### src/rtl/vsa_dmem_io_if.sv
// CPU data-memory bus plus the output/input stream handshakes of the I/O block.
// The slave modport is the memory/I-O side; the master modport drives it.
interface vsa_dmem_io_if;
    logic [4:0] addr;
    logic [4:0] wdata;
    logic       wr;
    logic [4:0] rdata;
    logic       out_valid;
    logic       out_ready;
    logic [4:0] out_data;
    logic       in_valid;
    logic       in_ready;
    logic [4:0] in_data;

    modport slave (
        input  addr, wdata, wr, out_ready, in_valid, in_data,
        output rdata, out_valid, out_data, in_ready
    );

    modport master (
        output addr, wdata, wr, out_ready, in_valid, in_data,
        input  rdata, out_valid, out_data, in_ready
    );
endinterface

### src/rtl/vsa_dmem_io.sv
// Data memory for the small CPU: 30-word RAM, memory-mapped output FIFO (addr 30)
// and single-entry input holding register (addr 31), with combinational reads.
module vsa_dmem_io #(
    parameter int OUT_DEPTH = 4
) (
    input  logic          clock,
    input  logic          reset,
    vsa_dmem_io_if.slave  bus
);
    localparam logic [2:0] DEPTH    = 3'(OUT_DEPTH);
    localparam logic [4:0] ADDR_OUT = 5'd30;
    localparam logic [4:0] ADDR_IN  = 5'd31;

    logic [4:0] r_mem  [0:29];
    logic [4:0] r_fifo [0:7];
    logic [2:0] r_wptr;
    logic [2:0] r_rptr;
    logic [2:0] r_count;
    logic       r_ovf;
    logic       r_in_full;
    logic [4:0] r_hold;

    logic       w_ram_wr;
    logic       w_pop;
    logic       w_push_req;
    logic       w_push;
    logic       w_drop;
    logic       w_ack;
    logic       w_capture;
    logic [4:0] w_rdata;

    function automatic logic [2:0] ptr_next(input logic [2:0] p);
        return (p == DEPTH - 3'd1) ? 3'd0 : p + 3'd1;
    endfunction

    assign w_ram_wr   = bus.wr && (bus.addr < ADDR_OUT);
    assign w_pop      = (r_count != 3'd0) && bus.out_ready;
    assign w_push_req = bus.wr && (bus.addr == ADDR_OUT);
    // A full FIFO still takes a push when the head leaves in the same cycle.
    assign w_push     = w_push_req && ((r_count < DEPTH) || w_pop);
    assign w_drop     = w_push_req && !w_push;
    assign w_ack      = bus.wr && (bus.addr == ADDR_IN);
    assign w_capture  = bus.in_valid && !r_in_full;

    always_ff @(posedge clock or posedge reset) begin
        if (reset) begin
            for (int i = 0; i < 30; i++) r_mem[i] <= '0;
        end else if (w_ram_wr) begin
            r_mem[bus.addr] <= bus.wdata;
        end
    end

    always_ff @(posedge clock or posedge reset) begin
        if (reset) begin
            for (int i = 0; i < 8; i++) r_fifo[i] <= '0;
            r_wptr  <= '0;
            r_rptr  <= '0;
            r_count <= '0;
        end else begin
            if (w_push) begin
                r_fifo[r_wptr] <= bus.wdata;
                r_wptr         <= ptr_next(r_wptr);
            end
            if (w_pop) r_rptr <= ptr_next(r_rptr);
            if (w_push && !w_pop)      r_count <= r_count + 3'd1;
            else if (!w_push && w_pop) r_count <= r_count - 3'd1;
        end
    end

    always_ff @(posedge clock or posedge reset) begin
        if (reset) begin
            r_ovf     <= 1'b0;
            r_in_full <= 1'b0;
            r_hold    <= '0;
        end else begin
            if (w_ack && bus.wdata[0]) r_ovf <= 1'b0;
            else if (w_drop)           r_ovf <= 1'b1;
            // Acknowledge wins; capture is only possible while the register is empty.
            if (w_ack) begin
                r_in_full <= 1'b0;
            end else if (w_capture) begin
                r_hold    <= bus.in_data;
                r_in_full <= 1'b1;
            end
        end
    end

    always_comb begin
        w_rdata = '0;
        if (bus.addr < ADDR_OUT)       w_rdata = r_mem[bus.addr];
        else if (bus.addr == ADDR_OUT) w_rdata = {r_ovf, r_in_full, r_count};
        else if (r_in_full)            w_rdata = r_hold;
    end

    assign bus.rdata     = w_rdata;
    assign bus.out_valid = (r_count != 3'd0);
    assign bus.out_data  = r_fifo[r_rptr];
    assign bus.in_ready  = !r_in_full;
endmodule

### src/flat_wrapper.sv
// flat-port wrapper written by rule: the top's interface ports become plain ports
module vsa_dmem_io_flat 
#(
    parameter int OUT_DEPTH = 4
)
  (clock, reset, bus_addr, bus_wdata, bus_wr, bus_out_ready, bus_in_valid, bus_in_data, bus_rdata, bus_out_valid, bus_out_data, bus_in_ready);
  vsa_dmem_io_if bus_i ();
  input  logic clock;
  input  logic reset;
  input wire logic [$bits(bus_i.addr)-1:0] bus_addr;
  input wire logic [$bits(bus_i.wdata)-1:0] bus_wdata;
  input wire logic [$bits(bus_i.wr)-1:0] bus_wr;
  input wire logic [$bits(bus_i.out_ready)-1:0] bus_out_ready;
  input wire logic [$bits(bus_i.in_valid)-1:0] bus_in_valid;
  input wire logic [$bits(bus_i.in_data)-1:0] bus_in_data;
  output wire logic [$bits(bus_i.rdata)-1:0] bus_rdata;
  output wire logic [$bits(bus_i.out_valid)-1:0] bus_out_valid;
  output wire logic [$bits(bus_i.out_data)-1:0] bus_out_data;
  output wire logic [$bits(bus_i.in_ready)-1:0] bus_in_ready;
  assign bus_i.addr = bus_addr;
  assign bus_i.wdata = bus_wdata;
  assign bus_i.wr = bus_wr;
  assign bus_i.out_ready = bus_out_ready;
  assign bus_i.in_valid = bus_in_valid;
  assign bus_i.in_data = bus_in_data;
  assign bus_rdata = bus_i.rdata;
  assign bus_out_valid = bus_i.out_valid;
  assign bus_out_data = bus_i.out_data;
  assign bus_in_ready = bus_i.in_ready;
  vsa_dmem_io #(.OUT_DEPTH(OUT_DEPTH)) u_core (.clock(clock), .reset(reset), .bus(bus_i));
endmodule
### config.mk
export PLATFORM = sky130hd
export DESIGN_NAME = vsa_dmem_io_flat
export DESIGN_NICKNAME = d
export VERILOG_FILES = /design/src/rtl/vsa_dmem_io_if.sv /design/src/rtl/vsa_dmem_io.sv /design/src/flat_wrapper.sv
export SDC_FILE = /design/constraint.sdc
export NUM_CORES = 1
export LEC_CHECK = 0
export CORE_MARGIN = 2
export CORE_UTILIZATION = 61
export CTS_BUF_LIST = sky130_fd_sc_hd__clkbuf_16
export CTS_CLUSTER_SIZE = 28
export DETAILED_ROUTE_END_ITERATION = 10
export PLACE_DENSITY = 0.81
export SLEW_MARGIN = 15
export SYNTH_ARGS = -nofsm -noshare
export SYNTH_HDL_FRONTEND = slang
export SYNTH_SLANG_ARGS = --single-unit
export TNS_END_PERCENT = 10
### constraint.sdc
create_clock -name clock -period 7.4 [get_ports clock]
set_input_delay 0.74 -clock clock [delete_from_list [all_inputs] [get_ports clock]]
set_output_delay 0.74 -clock clock [all_outputs]
set_load 0.01 [all_outputs]
==> summary.md <==
| Metric | Value |
|---|---|
| Final setup vio count | `0` |
| Simple-gate portion of the synthesized area | `7.66%` |
| Max-cap violations | `0` |
| NumNets Final | `770` |
| Global-route wire length before repair | `36,200 um` |
| Post-synth EDFFs | `0` |
| CP bufs+invs | `2` |
| FMAX | `224 MHz` |
| Switching Power | `825 uW` |
| Met1 WL | `10,000 um` |
| Core Area | `15,800 um^2` |
| Met3 WL post-DR | `1140 um` |
| Synth Warn # | `0` |
| Async SR Flop Fraction | `100%` |
| Netlist cell types | `47` |
| Hold-fix buffers at CTS | `0` |
| Setup crit start kind | `primary input` |
| Largest delay share family, worst path | `buffers and inverters` |
| Largest family of logic cells by synthesized area | `multiplexers` |
| Fin crit period | `4.47 ns` |
| Clock H-tree levels | `1` |
| Power share of the clock group | `36.6%` |
| CP Data Required Time | `6.66 ns` |
| Die X | `131 um` |
| Row cnt | `46` |
| Fin worst setup slack | `2.93 ns` |
| Drt drc | `0` |
| Final-layout fill cell count | `1,082` |
| CP Class | `primary input to output port` |
| Layout Skew | `0.0113 ns` |
| DP Wirelength | `15,200 um` |
| Worst skew pair latency | `0.50 ns` |
| RD Place Congestion | `1.02` |
| Syn_nets | `754` |
| IR drop worst, VDD | `191 uV` |
| Sw Ratio | `25.9%` |
| Part of the cycle the worst path needs | `60.4%` |
| Inserted Clock Buffers | `22` |
| Synth Area in Compound Gates | `3.75%` |
| Area grow syn2layout | `12.2%` |
| Setup TNS | `0 ns` |
| Initial core utilization | `62.0%` |
| Gr usage total | `28.0%` |
| Die area | `17,100 um^2` |
| Largest net degree at the start of global routing | `134` |
| Hold WS | `0.500 ns` |
| CTS tree | `built` |
| Via/cell ratio | `6.20` |
| Number of synthesized register bits | `206` |
| Status | `finished clean` |
| CTS Buffer Depth | `3` |
| Worst-path fanout max | `27` |
| Syn_area_per_cell | `13.4 um^2` |
| WL per Instance | `23.3 um` |
| Synth Flop Type | `dfrtp_1` |
| Combinational power share | `17.1%` |
| Least-Margin Pin Slew | `1.01 ns` |
| # clock sinks | `206` |
| Buffers added on ports | `31` |
| CTS clk-pin slew, worst paths | `0.06 ns` |
| Root Buffer | `clkbuf_16` |
| Post-synthesis adder-cell area fraction | `0.586%` |
| Cell Area, Placed | `10,200 um^2` |
| Share of layout cells above drive strength 1 | `35.3%` |
| Max-slew violation count | `0` |
| Cells after synthesis | `730` |
| Post-synthesis sequential area ratio | `52.5%` |
| Most used cell, CP | `clkdlybuf4s50_1` |
| Die Ht | `131 um` |
| Top Layer Used | `met4` |
| Vias in the first global route | `6,380` |
| Max stage delay on crit path | `0.93 ns` |
| Pwr/cell area | `289 nW/um^2` |
| Post-synthesis mux area share | `32.8%` |
| Hold Violations, Final | `0` |
| Flop pwr share | `46.3%` |
| Endpoint class of the critical path | `output port` |
| Crit-path cells | `clkdlybuf4s50_1 -> or4b_1 -> o22ai_1 -> nor4_1 -> a21oi_1 -> clkdlybuf4s50_1` |
| RSZ-0062 raised after global routing | `no` |
| Vias | `6,056` |
| Worst Hold Class | `flop to flop` |
| CTS resizes | `0` |
| Post-route ant nets | `0` |
| Pint | `2360 uW` |
| CP Data Arrival Time | `3.73 ns` |
| First-pass iteration count of the detailed router | `4` |
| Fin area | `11,000 um^2` |
| Overflow after GRT | `0` |
| Routed WL | `22,700 um` |
| CP max stage cell | `clkdlybuf4s50_1` |
| Slew HR | `32.4%` |
| Placement Setup Slack | `3.01 ns` |
| Setup repair bufs after CTS | `0` |
| I/O Pins | `32` |
| Antenna violations before repair | `0` |
| Leakage | `0.00502 uW` |
| Wire length on met2 | `10,800 um` |
| Drt initial violations | `459` |
| Synthesized cell area | `9820 um^2` |
| Post-synthesis xor/xnor area fraction | `0.268%` |
| Antenna Diode Count | `0` |
registers in the layout, summed over array words and instances (netlist names):
register / count
u_core.r_mem: 150
u_core.r_fifo: 40
u_core.r_hold: 5
u_core.r_count: 3
u_core.r_rptr: 3
u_core.r_wptr: 3
u_core.r_in_full: 1
u_core.r_ovf: 1
stage by stage:
step	utilization, %	power (uW)	instances
after floorplan	-	1840	730
after global placement	64.7	2000	938
after detailed placement	64.7	2040	938
after CTS	69.6	3200	976
after global routing	69.6	3320	976
final	69.6	3180	976
cell families after synthesis:
logic type,after synthesis
mux,284
flops,206
simple gates,120
compound gates,59
buf+inv,54
fa+ha+maj,4
xor+xnor,3
placed cells by master (no fill, tap or decap), types with 5 or more instances in the layout:
master	Yosys	routed
a21oi_1	10	10
a31oi_1	5	5
buf_4	2	9
bufinv_16	0	5
clkbuf_16	0	23
clkdlybuf4s50_1	0	29
dfrtp_1	206	206
inv_1	7	9
mux2_2	196	196
mux2i_1	76	76
mux4_2	10	10
nand2_1	26	26
nand3_1	5	5
nor2_1	23	23
nor2_2	7	7
nor2b_1	6	6
nor3_1	5	5
nor4_1	6	6
o22ai_1	35	35
or4bb_1	5	5
power by group through the flow:
stage,Clock (uW),Sequential (uW),Combinational [uW]
4_1_cts,1180,1470,547
5_1_grt,1230,1500,586
3_5_place_dp,0,1490,543
6_report,1160,1470,543
3_3_place_gp,0,1470,523
2_1_floorplan,0,1430,417
worst reg2reg max path, delay by kind of cell (launching register included):
kind,cells,cell delay [ns]
simple gates,3,1.03
fa+ha+maj,2,0.68
flops,1,0.41
xor+xnor,2,0.30
buf+inv,1,0.06
cell type report:
type                       instances  area [um^2]  area share [%]
sequential                       206         5150            46.8
multi-input combinational        470         4420            40.1
clock buffer                      23          576            5.23
timing repair buffer              39          363            3.30
tap                              216          270            2.45
clock inverter                    15          194            1.76
inverter                           7         33.8           0.307
synthesized netlist by cell type, types with 6 or more instances:
cell type	number	area [um^2]
dfrtp_1	206	5150
mux2_2	196	2210
mux2i_1	76	761
o22ai_1	35	219
nand2_1	26	97.6
clkbuf_1	24	90.1
nor2_1	23	86.3
buf_2	20	100
a21oi_1	10	50.1
mux4_2	10	225
inv_1	7	26.3
nor2_2	7	43.8
nor2b_1	6	37.5
nor4_1	6	37.5
final timing paths:
| path | from | endpoint | slack, ns | cells past startpoint |
|---|---|---|---|---|
| worst max-delay path | bus_addr[4] | bus_rdata[3] | 2.93 | 6 |
| worst min-delay path | u_core.r_fifo[26] | u_core.r_fifo[26] | 0.50 | 1 |
| worst max register to register | u_core.r_count[2] | u_core.r_count[2] | 4.85 | 8 |
| worst min register to register | u_core.r_fifo[26] | u_core.r_fifo[26] | 0.50 | 1 |
| max in group asynchronous | reset | u_core.r_mem[70] | 5.10 | 3 |
| min in group asynchronous | reset | u_core.r_mem[49] | 0.83 | 2 |
metal layers:
| metal | global-route usage, % | vias to the layer above |
|---|---|---|
| met5 | 0 | - |
| met2 | 45.2 | 148 |
| met4 | 8.89 | 0 |
| met1 | 38.9 | 3132 |
| met3 | 5.21 | 50 |
| li1 | - | 2726 |
Power figures use the tool's default switching activity.
